--- src/rtl/fuyang_pkg.sv ---
// Shared definitions for the elevation (fuyang) beam scheduler: sizes,
// scheduler state encoding, beam index type and the scan config check.
package fuyang_pkg;

  localparam int N_BEAMS = 70;   // highest legal beam index; 0 means no beam
  localparam int IDX_W   = 7;
  localparam int DWELL_W = 16;
  localparam int TMO     = 255;  // cycles allowed in WAIT_COEF before fault
  localparam int TMO_W   = 8;

  typedef logic [IDX_W-1:0]   beam_idx_t;
  typedef logic [DWELL_W-1:0] dwell_t;

  typedef enum logic [2:0] {
    ST_IDLE      = 3'd0,
    ST_SELECT    = 3'd1,
    ST_WAIT_COEF = 3'd2,
    ST_DWELL     = 3'd3,
    ST_NEXT      = 3'd4
  } state_t;

  // A scan is legal when 1 <= first <= last <= N_BEAMS.
  function automatic logic cfg_legal(input beam_idx_t first, input beam_idx_t last);
    return (first != '0) && (first <= last) && (last <= beam_idx_t'(N_BEAMS));
  endfunction

endpackage

--- src/rtl/fuyang_dwell_timer.sv ---
// Loadable down-counter that times the per-beam dwell. Loaded with
// (dwell - 1) on entry to DWELL; o_expire marks the final dwell cycle.
module fuyang_dwell_timer
  import fuyang_pkg::*;
(
  input  logic               clk,
  input  logic               rst,
  input  logic               i_load,
  input  logic               i_en,
  input  logic [DWELL_W-1:0] i_cnt,
  output logic               o_expire
);

  dwell_t r_cnt;

  // Load on request, otherwise count down while enabled and stop at zero.
  // NOTE: sequential state is updated with non-blocking assignments only, so
  // every flop samples pre-edge values regardless of block ordering.
  always_ff @(posedge clk) begin
    if (rst) begin
      r_cnt <= '0;
    end else if (i_load) begin
      r_cnt <= i_cnt;
    end else if (i_en && (r_cnt != '0)) begin
      r_cnt <= r_cnt - 1'b1;
    end
  end

  assign o_expire = (r_cnt == '0);

endmodule

--- src/rtl/fuyang_beam_scheduler.sv ---
// Elevation beam scheduler: steps beam_idx from beam_first to beam_last,
// requests coefficients for each beam, waits for the selector to confirm,
// then holds the beam for the latched dwell length.
module fuyang_beam_scheduler
  import fuyang_pkg::*;
(
  input  logic               clk,
  input  logic               rst,
  input  logic               i_start,
  input  logic               i_stop,
  input  logic               i_continuous,
  input  logic [IDX_W-1:0]   i_beam_first,
  input  logic [IDX_W-1:0]   i_beam_last,
  input  logic [DWELL_W-1:0] i_dwell_len,
  input  logic               i_coef_valid,
  output logic [IDX_W-1:0]   o_beam_idx,
  output logic               o_coef_req,
  output logic               o_beam_active,
  output logic               o_beam_done,
  output logic               o_frame_done,
  output logic               o_busy,
  output logic               o_fault
);

  localparam logic [TMO_W-1:0] TMO_LAST = TMO_W'(TMO - 1);

  state_t           r_state;
  beam_idx_t        r_beam_idx;
  beam_idx_t        r_beam_first;
  beam_idx_t        r_beam_last;
  dwell_t           r_dwell_len;
  logic             r_continuous;
  logic [TMO_W-1:0] r_tmo_cnt;
  logic             r_fault;

  state_t           w_state_nxt;
  beam_idx_t        w_idx_nxt;
  logic [TMO_W-1:0] w_tmo_nxt;
  logic             w_fault_nxt;
  logic             w_cfg_load;
  logic             w_dwell_load;
  logic             w_dwell_en;
  logic             w_dwell_expire;
  dwell_t           w_dwell_m1;

  // A zero dwell is treated as a one-cycle dwell.
  assign w_dwell_m1 = (r_dwell_len == '0) ? '0 : (r_dwell_len - 1'b1);

  fuyang_dwell_timer u_dwell_timer (
    .clk      (clk),
    .rst      (rst),
    .i_load   (w_dwell_load),
    .i_en     (w_dwell_en),
    .i_cnt    (w_dwell_m1),
    .o_expire (w_dwell_expire)
  );

  // State, beam index, timeout counter, fault pulse and latched scan config.
  always_ff @(posedge clk) begin
    if (rst) begin
      r_state      <= ST_IDLE;
      r_beam_idx   <= '0;
      r_beam_first <= '0;
      r_beam_last  <= '0;
      r_dwell_len  <= '0;
      r_continuous <= 1'b0;
      r_tmo_cnt    <= '0;
      r_fault      <= 1'b0;
    end else begin
      r_state    <= w_state_nxt;
      r_beam_idx <= w_idx_nxt;
      r_tmo_cnt  <= w_tmo_nxt;
      r_fault    <= w_fault_nxt;
      if (w_cfg_load) begin
        r_beam_first <= i_beam_first;
        r_beam_last  <= i_beam_last;
        r_dwell_len  <= i_dwell_len;
        r_continuous <= i_continuous;
      end
    end
  end

  // Next-state, next beam index and per-state output decode; stop overrides all.
  // NOTE: every signal written here gets a default first, so no path can
  // leave one unassigned and infer a latch.
  always_comb begin
    w_state_nxt   = r_state;
    w_idx_nxt     = r_beam_idx;
    w_tmo_nxt     = r_tmo_cnt;
    w_fault_nxt   = 1'b0;
    w_cfg_load    = 1'b0;
    w_dwell_load  = 1'b0;
    w_dwell_en    = 1'b0;
    o_coef_req    = 1'b0;
    o_beam_active = 1'b0;
    o_beam_done   = 1'b0;
    o_frame_done  = 1'b0;

    case (r_state)
      ST_IDLE: begin
        // stop wins over a simultaneous start
        if (i_start && !i_stop) begin
          if (cfg_legal(i_beam_first, i_beam_last)) begin
            w_cfg_load  = 1'b1;
            w_idx_nxt   = i_beam_first;
            w_state_nxt = ST_SELECT;
          end else begin
            w_fault_nxt = 1'b1;
          end
        end
      end
      ST_SELECT: begin
        o_coef_req  = 1'b1;
        w_tmo_nxt   = '0;
        w_state_nxt = ST_WAIT_COEF;
      end
      ST_WAIT_COEF: begin
        if (i_coef_valid) begin
          w_dwell_load = 1'b1;
          w_state_nxt  = ST_DWELL;
        end else if (r_tmo_cnt == TMO_LAST) begin
          w_fault_nxt = 1'b1;
          w_idx_nxt   = '0;
          w_state_nxt = ST_IDLE;
        end else begin
          w_tmo_nxt = r_tmo_cnt + 1'b1;
        end
      end
      ST_DWELL: begin
        o_beam_active = 1'b1;
        if (w_dwell_expire) begin
          w_state_nxt = ST_NEXT;
        end else begin
          w_dwell_en = 1'b1;
        end
      end
      ST_NEXT: begin
        o_beam_done = 1'b1;
        if (r_beam_idx < r_beam_last) begin
          w_idx_nxt   = r_beam_idx + 1'b1;
          w_state_nxt = ST_SELECT;
        end else begin
          o_frame_done = 1'b1;
          if (r_continuous) begin
            w_idx_nxt   = r_beam_first;
            w_state_nxt = ST_SELECT;
          end else begin
            w_idx_nxt   = '0;
            w_state_nxt = ST_IDLE;
          end
        end
      end
      default: begin
        w_idx_nxt   = '0;
        w_state_nxt = ST_IDLE;
      end
    endcase

    // Abort: back to IDLE with no beam and no pulses this cycle.
    if (i_stop && (r_state != ST_IDLE)) begin
      w_state_nxt  = ST_IDLE;
      w_idx_nxt    = '0;
      w_fault_nxt  = 1'b0;
      w_dwell_load = 1'b0;
      w_dwell_en   = 1'b0;
      o_coef_req   = 1'b0;
      o_beam_done  = 1'b0;
      o_frame_done = 1'b0;
    end
  end

  assign o_beam_idx = r_beam_idx;
  assign o_busy     = (r_state != ST_IDLE);
  assign o_fault    = r_fault;

endmodule

--- config.mk ---
export PLATFORM = sky130hd
export DESIGN_NAME = fuyang_beam_scheduler
export DESIGN_NICKNAME = d
export VERILOG_FILES = /design/src/rtl/fuyang_pkg.sv /design/src/rtl/fuyang_dwell_timer.sv /design/src/rtl/fuyang_beam_scheduler.sv
export SDC_FILE = /design/constraint.sdc
export NUM_CORES = 1
export LEC_CHECK = 0
export CAP_MARGIN = 5
export CELL_PAD_IN_SITES_DETAIL_PLACEMENT = 1
export CELL_PAD_IN_SITES_GLOBAL_PLACEMENT = 1
export CORE_ASPECT_RATIO = 2
export CORE_MARGIN = 4
export CORE_UTILIZATION = 38
export DETAILED_ROUTE_END_ITERATION = 6
export MAX_ROUTING_LAYER = met4
export PLACE_DENSITY = 0.84
export SLEW_MARGIN = 15
export SYNTH_ARGS = -nofsm -noshare
export SYNTH_HDL_FRONTEND = slang
export SYNTH_SLANG_ARGS = --single-unit
--- constraint.sdc ---
create_clock -name clk -period 2.8 [get_ports clk]
set_input_delay 0.7 -clock clk [delete_from_list [all_inputs] [get_ports clk]]
set_output_delay 0.7 -clock clk [all_outputs]
set_load 0.02 [all_outputs]
; ---- Word level (Yosys, flattened, before mapping)
; Index checks and enable logic that the tools add are counted.
[word_totals]
regBits = 66
in_bits = 36
out_inout_bits = 13
word_cells = 91
[op_classes]
n_addsub = 4
magnitude_cmp = 3
eq_ne = 12
n_mux = 43
n_bitwise = 1
n_reduce_logical = 19
[ops]
columns = cell, count
row1 = 16-bit two-way mux, 3
row2 = 7-bit two-way mux, 6
row3 = 16-bit logical NOT, 2
row4 = "16-bit by 1-bit subtractor with 16-bit output, second input constant", 2
row5 = 7-bit case mux with 4 select lines, 1
row6 = 1-bit two-way mux, 23
row7 = 8-bit two-way mux, 2
row8 = 8-bit case mux with 2 select lines, 1
row9 = 16-bit nonzero test, 1
row10 = 3-bit two-way mux, 5
row11 = 3-bit case mux with 5 select lines, 1
row12 = "2-bit inequality test, second input constant", 5
row13 = "8-bit by 1-bit adder with 8-bit output, second input constant", 1
row14 = "8-bit equality test, second input constant", 1
row15 = "7-bit by 1-bit adder with 7-bit output, second input constant", 1
row16 = 7-bit less-or-equal comparator, 1
row17 = "7-bit less-or-equal comparator, second input constant", 1
row18 = 7-bit < comparator, 1
row19 = 7-bit nonzero test, 1
row20 = "3-bit by 2-bit equality test with 1-bit output, second input constant", 2
row21 = 1-bit logical AND, 5
row22 = 5-bit AND reduction, 1
row23 = 4-bit AND reduction, 1
row24 = 2-bit nonzero test, 2
row25 = other kinds (11), 12

; ---- Depth between registers and ports, before layout
; Gate-level depths: netlist (run 1).
[depth]
word_depth = 7
depth_mapped = 9

; ---- By module
; A second synthesis (run 1) with hierarchy kept.
[hier_totals]
cells_unflattened = 469
hier_area_um2 = 3995.1
[by_module_without_submodules]
columns = module, n_inst, cells_each, area_per_inst_um2, seq_area_each_um2
row1 = fuyang_beam_scheduler, 1, 355, 3050.4, 1001.0
row2 = fuyang_dwell_timer, 1, 114, 944.7, 320.3

; ---- Worst setup path after synthesis (run 1)
; OpenSTA, ideal clock, no wires.
[synth_timing]
path_kind = input to register
start = in i_beam_last[4]
end = reg r_beam_first[6]
t_arrival_ns = 2.319
path_slack_ns = 0.352
path_stages = 9
cell_sequence = inv_1 ha_1 a211o_1 o211ai_1 a31oi_1 nor3_2 buf_2 mux2i_1 nor2_1
[synth_between]
elab_chain_cells = 6
elab_cells_between_ends = 7
classes_between = 2 x order compare / 3 x mux / 2 x reduce/logical
[synth_rtl]
columns = element, line
row1 = from (decl), fuyang_beam_scheduler.sv:13  ; input logic [IDX_W-1:0] i_beam_last,
row2 = 7-bit less-or-equal comparator, fuyang_pkg.sv:24  ; return (first != '0) && (first <= last) && (last <= beam_idx_t'(N_BEAMS));
row3 = 1-bit logical AND, fuyang_pkg.sv:24
row4 = 1-bit logical AND (*), fuyang_pkg.sv:24
row5 = 1-bit two-way mux (*), fuyang_beam_scheduler.sv:103  ; if (cfg_legal(i_beam_first, i_beam_last)) begin
row6 = 1-bit two-way mux (*), fuyang_beam_scheduler.sv:102  ; if (i_start && !i_stop) begin
row7 = 1-bit two-way mux (*), fuyang_beam_scheduler.sv:99  ; case (r_state)
row8 = to (signal assigned), fuyang_beam_scheduler.sv:75  ; r_beam_first <= i_beam_first;
row9 = to (decl), fuyang_beam_scheduler.sv:29  ; beam_idx_t r_beam_first;
; Mark *: on every way between the ends. The rest lies on a longest branch, timed or not.
; A chain may end at the register's enable or synchronous reset.

; ---- Worst setup path in the final report (run 1)
[layout_timing]
start = in i_beam_last[4]
end = reg r_beam_idx[1] (netlist: o_beam_idx[1])
[layout_between]
elab_chain_cells = 5
elab_cells_between_ends = 6
classes_between = 2 x order compare / 1 x eq/ne / 3 x reduce/logical
[layout_rtl]
columns = element, line
row1 = 7-bit less-or-equal comparator, fuyang_pkg.sv:24
row2 = 1-bit logical AND, fuyang_pkg.sv:24
row3 = 1-bit logical AND (*), fuyang_pkg.sv:24
row4 = 2-bit inequality test (no line) (*), -
row5 = 5-bit AND reduction (no line) (*), -
row6 = to (signal assigned), fuyang_beam_scheduler.sv:71  ; r_beam_idx <= w_idx_nxt;
row7 = to (decl), fuyang_beam_scheduler.sv:28  ; beam_idx_t r_beam_idx;
; Marked as above.

==> results of run 1 <==
## per-stage QoR
stage,hold WS (ns),TNS (ns)
after floorplan,0.460,0
after global placement,0.474,-4.99
after detailed placement,0.483,-8.05
after CTS,0.509,0
after global routing,0.528,-0.0794
final,0.507,0
## metal layers
metal,vias to the layer above,GRT usage,wire (microns)
met3,61,0.0423,335
met1,1926,0.204,4350
met5,-,-,0
li1,1844,-,-
met2,102,0.463,7770
met4,0,0.159,974
## path summary, 6_finish.rpt
check / from / end / slack [ns] / depth (start not counted)
worst max-delay path: i_beam_last[4] / o_beam_idx[1] / 0.08 / 11
worst min-delay path: r_beam_last[3] / r_beam_last[3] / 0.51 / 2
worst max register to register: u_dwell_timer.r_cnt[0] / u_dwell_timer.r_cnt[10] / 0.33 / 7
worst min register to register: r_beam_last[3] / r_beam_last[3] / 0.51 / 2
## what timing repair did
item | in CTS | in global routing
setup buffers | 0 | 1
pin swaps | 0 | 1
endpoints found under the setup margin | 2 | 29
hold buffers | 0 | 0
resized for setup | 2 | 4
gates cloned | 0 | 1
## power by group through the flow
| stage | registers, mW | logic, mW | clock network, mW |
|---|---|---|---|
| after detailed placement | 1.01 | 0.498 | 0 |
| after global placement | 1.01 | 0.473 | 0 |
| final | 0.995 | 0.513 | 1.07 |
| after floorplan | 1.01 | 0.275 | 0 |
| after global routing | 0.997 | 0.554 | 1.13 |
| after CTS | 0.994 | 0.508 | 1.09 |
## registers in the layout (all words and copies together), names as in the netlist
signal               count
o_beam_idx               7
r_state                  3
r_continuous             1
r_beam_first             7
r_beam_last              7
u_dwell_timer.r_cnt     16
r_dwell_len             16
o_fault                  1
r_tmo_cnt                8
## cell families (layout without fill, tap and decap cells)
logic type               count (synthesis)  after routing  synth area share
AND/OR/NAND/NOR                        165            165             0.223
AO/OA/AOI/OAI                          105            105             0.183
flip-flops                              66             66             0.340
buffers and inverters                   44            133            0.0448
multiplexers                            39             39             0.101
XOR/XNOR                                21             21            0.0474
adder cells (fa/ha/maj)                 19             19            0.0612
## critical path: stages
cell	delay, ns
clkdlybuf4s50_1	0.48
inv_1	0.06
ha_1	0.29
a211o_1	0.30
o211ai_1	0.12
a31oi_2	0.16
buf_4	0.19
o31ai_4	0.22
buf_2	0.21
o21ai_0	0.09
a21oi_1	0.15
## layout by cell type, fill, tap and decap left out, types with 3 or more instances in the layout
cell              n
nor4_2            3
or4_1             4
inv_1            27
o21ai_1           7
o22ai_1           5
nand2b_1          3
xnor2_1           8
nor3_1            9
nand2_1          22
ha_1             19
buf_4            42
clkbuf_16         9
nand3_1          13
and3_1            7
dfxtp_1          66
a22oi_1           6
clkdlybuf4s50_1  46
o32ai_1           5
a32o_1            7
nor2_1           70
o21ai_0          26
mux2i_1          38
o221ai_1          3
clkbuf_8          3
nor4_1            5
a21oi_1          21
xor2_1           13
nand4_1           9
## final cells by class
cell class / instances / area share
multi-input cells: 349 / 0.474
inverters: 27 / 0.0199
flip-flops and latches: 66 / 0.259
clock buffers: 12 / 0.0523
well taps: 135 / 0.0331
clock inverters: 2 / 0.00246
repair buffers: 92 / 0.159
==> qor.yml, run 1 <==
sta:
  finalHoldViolations: 0
  setup_viol: 0
  fin_crit_ns: 2.72
  finClkSkew_ns: 0.00533
  fin_ws_ns: 0.0812
  worst_slew_pin_slew_ns: 0.620
  finalMaxSlewViolations: 0
  rsz0062_at_grt: "true"
  slew_headroom: 0.585
  clock.fmax_mhz: 368
  min_period_over_period: 0.971
synth:
  yosys.area.top_type: "dfxtp_1"
  ys.flop_type: "dfxtp_1"
  netlist_top_cells_area: "dfxtp_1 34%, mux2i_1 9.8%, nor2_1 6.8%"
  yosysMostFrequentCell: "nor2_1"
  synth_enable_flop_cells: 0
  synth.avg_cell_area_sq_um: 8.46
  netlist_instances: 459
  synth_seq_cells: 66
  synth_nets: 514
  syn_area_sq_um: 3880
  synth_seq_area_share: 0.340
  ys_async_sr_fraction: 0
  synth-warning-count: 0
  yosys-top-cells-count: "70 x nor2_1, 66 x dfxtp_1, 38 x mux2i_1"
  synthDominantCellAreaShare: 0.340
  ys_types: 58
global_route:
  grt_antenna_before_repair: 0
  grt_pass1_wl_microns: 21500
  track_usage: 0.241
  first_global_vias: 4370
  grt_overflow: 0
  grt_max_degree: 35
power:
  power_frac_clock: 0.415
  p_seq_frac: 0.386
  p_int_mw: 1.87
  leakagePower_nw: 2.07
  total_power_mw: 2.58
  power_density_nw_per_um2: 506
  ir_drop_uv: 367
  combPwrFrac: 0.199
  sw_frac_of_total: 0.276
  power.switching_mw: 0.712
die:
  die-height_microns: 151
  std_cell_rows: 52
  initial_utilization: 0.385
  placeableCoreArea_sq_um: 10100
  dieArea_sq_um: 12000
  io_pins: 49
  die_w_microns: 79.5
worst_setup_path:
  path_class: "in -> reg"
  startpoint_type: "input port"
  end_kind: "flip-flop"
  cp_max_fo: 6
  cp.arrival_ns: 2.98
  cp.required_ns: 3.06
layout:
  synthToLayoutAreaGrowth_pct: 31.2
  multi_input_area_sq_um: 2420
  design_area_sq_um: 5100
  fin_util: 0.505
  finalNetCount: 600
  ff_latch_area_sq_um: 1320
  n_fill_cell: 1204
  n_antenna_cell: 0
  drive_above_1_share: 0.137
  final_cells: 683
place:
  io_buffer_count: 48
  pre_cts_ws_ns: -0.305
  dp_cells: 667
  postPlaceCellArea_sq_um: 4780
  gp_congestion: 0.896
  hpwl_microns: 10100
routing:
  ant_nets: 0
  drt_iter0_drc: 145
  drt-wirelength-per-cell_microns: 19.7
  dr.pass1.iters: 4
  viasPerCell: 5.76
  wl_microns: 13400
  drc: 0
  dr_total_vias: 3933
clock_network:
  cts_buffer_depth: 2
  clkLatencyLatePin_ns: 0.33
  htreeDepth: 3
  cts.sinks: 66
  clockRootBuffer: "clkbuf_16"
  cts_tree: "built"
  clk_pin_slew_ns: 0.06
  cts_made_buffers: 9
status:
  outcome: "completed"
job:
  max_cap_violations: 0
hold_path:
  hold_path.class: "reg -> reg"
(Power assumes the default switching activity.)
==> inputs of run 2 (changes only) <==
clock period = 2.9 ns   (was 2.8 ns; I/O delays follow)
==> qor.yml, run 2 (synthesized netlist as in run 1, its figures left out) <==
status:
  outcome: "completed"  # unchanged
worst_setup_path:
  cp_max_fo: 2  # was 6
  rrSetupSlack_ns: 0.33  # about the same
  end_kind: "primary output"  # was flip-flop
  startpoint_type: "input port"  # unchanged
  cp.arrival_ns: 2.06  # was 2.98 ns
  slowest_stage: "clkdlybuf4s50_1"  # unchanged
  cp_cell_sequence: "clkdlybuf4s50_1 -> inv_1 -> and3_1 -> clkdlybuf4s50_1"  # was clkdlybuf4s50_1 -> inv_1 -> ha_1 -> a211o_1 -> o211ai_1 -> a31oi_2 -> buf_4 -> o31ai_4 -> buf_2 -> o21ai_0 -> a21oi_1
  cp.required_ns: 2.17  # was 3.06 ns
  crit_top_cell: "clkdlybuf4s50_1"
  cp_slowest_stage_delay_ns: 0.61  # was 0.48 ns
  path_class: "in -> out"  # was in -> reg
hold_path:
  hold_path.class: "reg -> reg"  # unchanged
place:
  hpwl_microns: 10100  # about the same
  io_buffer_count: 48  # unchanged
  gp_congestion: 0.899  # was 0.896
  pre_cts_ws_ns: -0.254  # was -0.305 ns
  dp_cells: 664  # was 667
  postPlaceCellArea_sq_um: 4770  # was 4780 sq um
clock_network:
  cts_tree: "built"  # unchanged
  cts_made_buffers: 9  # unchanged
  cts.sinks: 66  # unchanged
  htreeDepth: 3  # unchanged
  clkLatencyLatePin_ns: 0.34  # was 0.33 ns
  clockRootBuffer: "clkbuf_16"  # unchanged
  cts_buffer_depth: 2  # unchanged
  clk_pin_slew_ns: 0.05  # was 0.06 ns
global_route:
  track_usage: 0.236  # was 0.241
  grt_pass1_wl_microns: 21100  # was 21,500 microns
  first_global_vias: 4249  # was 4,370
  grt_antenna_before_repair: 0  # unchanged
  grt_max_degree: 24  # was 35
  grt_overflow: 0  # unchanged
layout:
  design_area_sq_um: 5060  # was 5100 sq um
  reg_top3: "r_dwell_len (16), u_dwell_timer.r_cnt (16), r_tmo_cnt (8)"  # unchanged
  drive_above_1_share: 0.127  # was 0.137
  synthToLayoutAreaGrowth_pct: 30.3  # was 31.2%
  fin_util: 0.502  # was 0.505
  final_cells: 679  # was 683
  most-common-layout-cells: "70 x nor2_1, 66 x dfxtp_1, 47 x clkdlybuf4s50_1"  # was 70 x nor2_1, 66 x dfxtp_1, 46 x clkdlybuf4s50_1
  finalNetCount: 595  # was 600
  n_fill_cell: 1205  # was 1,204
  n_antenna_cell: 0  # unchanged
  layout_commonest_cell: "nor2_1"  # unchanged
power:
  power_density_nw_per_um2: 485  # was 506 nW/um^2
  leakagePower_nw: 2.03  # was 2.07 nW
  p_seq_frac: 0.392  # was 0.386
  sw_frac_of_total: 0.275  # was 0.276
  total_power_mw: 2.45  # was 2.58 mW
  power_frac_clock: 0.412  # was 0.415
  power.switching_mw: 0.674  # was 0.712 mW
  ir_drop_uv: 344  # was 367 uV
  p_int_mw: 1.78  # was 1.87 mW
  combPwrFrac: 0.197  # was 0.199
sta:
  finalMaxSlewViolations: 0  # unchanged
  finalHoldViolations: 0  # unchanged
  fin_crit_ns: 2.78
  slew_headroom: 0.527  # was 0.585
  hold_ws_ns: 0.498  # was 0.507 ns
  clock.fmax_mhz: 359
  fin_ws_ns: 0.117  # was 0.0812 ns
  rsz0062_at_grt: "false"  # was true
  setup_viol: 0  # unchanged
  min_period_over_period: 0.960
  worst_slew_pin_slew_ns: 0.706  # was 0.620 ns
  setup_tns_ns: 0  # unchanged
  finClkSkew_ns: 0.00565  # was 0.00533 ns
job:
  max_cap_violations: 0  # unchanged
routing:
  dr.pass1.iters: 5  # was 4
  dr_total_vias: 3843  # was 3,933
  drt-wirelength-per-cell_microns: 19.2  # was 19.7 microns
  ant_nets: 0  # unchanged
  drc: 0  # unchanged
  wl_microns: 13000  # was 13,400 microns
  drt_iter0_drc: 118  # was 145
  viasPerCell: 5.66  # was 5.76
die:
  die-height_microns: 151  # unchanged
  dieArea_sq_um: 12000  # unchanged
  std_cell_rows: 52  # unchanged
  io_pins: 49  # unchanged
  initial_utilization: 0.385  # unchanged
  placeableCoreArea_sq_um: 10100  # unchanged
  die_w_microns: 79.5  # unchanged
[run 2: path summary, 6_finish.rpt]
kind / startpoint / to / depth (start not counted)
setup / recovery: i_stop / o_beam_done / 4
hold / removal: u_dwell_timer.r_cnt[6] / u_dwell_timer.r_cnt[6] / 1
setup reg to reg: u_dwell_timer.r_cnt[0] / u_dwell_timer.r_cnt[7] / 7
hold reg to reg: u_dwell_timer.r_cnt[6] / u_dwell_timer.r_cnt[6] / 1
[run 2: final cells by class]
class	instances	area (sq um)	share of cell area
tap	135	169	0.0334
clock inverter	2	12.5	0.00247
clock buffer	13	260	0.0514
multi-input combinational	349	2400	0.475
sequential	66	1320	0.261
timing repair buffer	87	792	0.156
inverter	27	101	0.0200
[run 2: routing by layer]
layer / track usage / wire length (microns)
met5: - / 0
met4: 0.132 / 628
met3: 0.0488 / 407
met2: 0.454 / 7500
met1: 0.204 / 4490
[run 2: worst max-delay path: cells and delay by family]
family	cells	cell delay, ns
buffers and inverters	3	1.13
AND/OR/NAND/NOR	1	0.20
[run 2: power groups by stage]
stage | logic (mW) | registers [mW] | clock network [mW]
finish | 0.483 | 0.961 | 1.01
floorplan | 0.265 | 0.978 | 0
global placement | 0.455 | 0.977 | 0
global route | 0.522 | 0.963 | 1.07
CTS | 0.481 | 0.961 | 1.03
detailed placement | 0.474 | 0.979 | 0
[run 2: timing repair]
| item | in CTS | in global routing |
|---|---|---|
| hold buffers | 0 | 0 |
| setup endpoints to repair | 1 | 5 |
| buffers inserted | 0 | 0 |
| gates resized for setup | 1 | 4 |
==> RTL change (config.mk and constraints of run 1) <==
Remove the register `r_fault`: a continuous assignment takes its place, so the output `o_fault` follows one clock earlier.
--- a/src/rtl/fuyang_beam_scheduler.sv
+++ b/src/rtl/fuyang_beam_scheduler.sv
@@ -65,12 +65,10 @@
       r_dwell_len  <= '0;
       r_continuous <= 1'b0;
       r_tmo_cnt    <= '0;
-      r_fault      <= 1'b0;
     end else begin
       r_state    <= w_state_nxt;
       r_beam_idx <= w_idx_nxt;
       r_tmo_cnt  <= w_tmo_nxt;
-      r_fault    <= w_fault_nxt;
       if (w_cfg_load) begin
         r_beam_first <= i_beam_first;
         r_beam_last  <= i_beam_last;
@@ -79,6 +77,8 @@
       end
     end
   end
+
+  assign r_fault = w_fault_nxt;
 
   // Next-state, next beam index and per-state output decode; stop overrides all.
   // NOTE: every signal written here gets a default first, so no path can
Formal check against the unedited RTL: not equivalent (Yosys sat finds a counterexample within 4 cycles, from zero or initial values and one cycle with rst high).
==> RTL change against run 1 <==
The flow now finishes with violations (negative setup slack). Sequential cell count is 1 lower. Total power is 10% higher. Sequential share of layout area is 1.3 points lower. Count of clock-buffer cells in the layout is 2 lower. Design area is 3.8% higher. Combinational power is 16% higher. Routed wire length is 16% higher. Via count is 3.2% higher. Clock skew is 0.0085 ns higher. Setup slack worse by 0.32 ns. Area after synthesis is 0.93% lower. Largest cell class unchanged. Largest power group unchanged.
==> RTL change: results (changes against run 1) <==
* Initial Utilization at 39.2% (+0.64 points)
* Register area share after synthesis at 33.8% (-0.20 points)
* GP Congestion at 0.889 (-0.79%)
* H-tree depth at 3 (unchanged)
* Most common flop cell mapped by yosys: dfxtp_1
* Hold_ws at 0.471 ns (-0.0351 ns)
* Detailed placement HPWL at 10300 um (+2.2%)
* Share of layout cells above drive strength 1 at 21.0% (+7.4 points)
* Commonest cells in the netlist: dfxtp_1 (65), nor2_1 (58), mux2i_1 (41)
* Worst r2r dst: u_dwell_timer.r_cnt[12]
* XOR/XNOR Fraction of Synth Area at 6.37% (+1.6 points)
* Static leakage at 2.13 nW (+3.2%)
* Worst stage delay on the critical path at 0.28 ns (-0.20 ns)
* Fraction of the mapped netlist area in adder cells at 5.85% (-0.27 points)
* Setup tns final at -0.243 ns (-0.243 ns)
* Crit Path Max Fanout at 2 (-4)
* Min-delay src: u_dwell_timer.r_cnt[9]
* Clock transition at the registers of the reported paths at 0.06 ns (about the same)
* Slowest-stage cell, CP: ha_4
* Gate Count Post-Synth at 454 (-1.1%)
* Vias/cell at 5.90 (+2.5%)
* Hold Path End: u_dwell_timer.r_cnt[9]
* Arrival time worst endpoint at 2.34 ns (-0.64 ns)
* DRT iter0 DRCs at 193 (+33%)
* Internal at 2.04 mW (+9.1%)
* Count of warnings emitted by yosys at 0 (unchanged)
* Reg2reg start: r_dwell_len[0]
* Clock latency on the worst-skew pair at 0.34 ns
* Crit path to: o_fault
* Synth Area in Compound Gates at 14.4% (-3.9 points)
* Top flop regs: r_dwell_len (16), u_dwell_timer.r_cnt (16), r_tmo_cnt (8)
* Worst-case reg-to-reg path depth at 8 (+1)
* Dpl ws at -1.11 ns (-0.802 ns)
* Synthesized net count at 508 (-1.2%)
* Failing checks: negative setup slack
* Multiplexer share of the synthesized area at 11.0% (+0.88 points)
* Clock skew at 0.0139 ns (+0.00852 ns)
* Placed cells at 662 (-0.75%)
* Post-route setup slack at -0.243 ns (-0.324 ns)
* Worst setup path start: i_beam_last[4]
* PortBufs at 48 (unchanged)
* Largest net degree at the start of global routing at 36 (+2.9%)
* Flop2flop setup slack at 0.26 ns (-0.07 ns)
* First-pass GRT wire length at 23800 um (+10%)
* Final Hold Viols at 0 (unchanged)
* Area contributors post-synth: dfxtp_1 (34%), mux2i_1 (11%), ha_1 (5.9%)
* Final setup vio count at 1 (+1)
* Per-cell routed wire length at 22.6 um (+15%)
* Slew headroom at 67.0% (+8.4 points)
* NumNets Final at 605 (+0.83%)
* Final WL at 15500 um (+16%)
* GRT Util Overall at 27.0% (+2.9 points)
* Vias in the first global route at 4525 (+3.5%)
* Initial antenna violation count at 0 (unchanged)
* CTS buffer count at 9 (unchanged)
* Worst-case vdd ir drop at 0.000438 V (+19%)
* HP Class: reg2reg
* Status: complete, but fails checks
* Placed cell areas at 4800 sq um (+0.37%)
* Synth cell types at 56 (-3.4%)
-- RTL change: layer usage --
| layer | share of wire [%] | track usage [%] |
|---|---|---|
| met4 | 6.7 | 17.3 |
| met1 | 33 | 24.1 |
| met3 | 2.9 | 4.37 |
| met2 | 58 | 51.1 |
| met5 | 0 | - |
-- RTL change: final cells by class --
type                    count  area, sq um
flip-flops and latches     65         1300
inverters                  21         88.8
fillers                  1146         4540
clock buffers              10          239
well taps                 132          165
multi-input cells         349         2490
clock inverters             6         90.1
repair buffers            105          918
-- RTL change: kinds of logic (layout without fill, tap and decap cells) --
kind of cell / after synthesis / count (layout)
AOI/OAI and AO/OA: 85 / 85
xor gates and xnor gates: 28 / 28
adders and majority gates: 18 / 18
buffers and inverters: 40 / 142
DFF: 65 / 65
muxes: 42 / 42
and+or+nand+nor: 176 / 176
-- RTL change: critical path: cells and delay by family --
family	cells	cell delay, ns
buffers and inverters	4	0.49
AO/OA/AOI/OAI	2	0.42
AND/OR/NAND/NOR	3	0.44
adder cells (fa/ha/maj)	1	0.28
-- RTL change: power by group through the flow --
stage                     Combinational, mW  Clock [mW]  Sequential, mW
after floorplan                       0.309           0            1.00
after global placement                0.503           0            1.00
after detailed placement              0.530           0            1.01
after CTS                             0.560        1.26           0.987
after global routing                  0.633        1.31           0.992
final                                 0.593        1.27           0.990
-- RTL change: repair_timing --
item,in CTS,in global routing
endpoints found under the setup margin,34,3
cloned,0,0
resized for setup,72,16
setup buffers,6,4
pin swaps,12,8
hold buffers,0,0
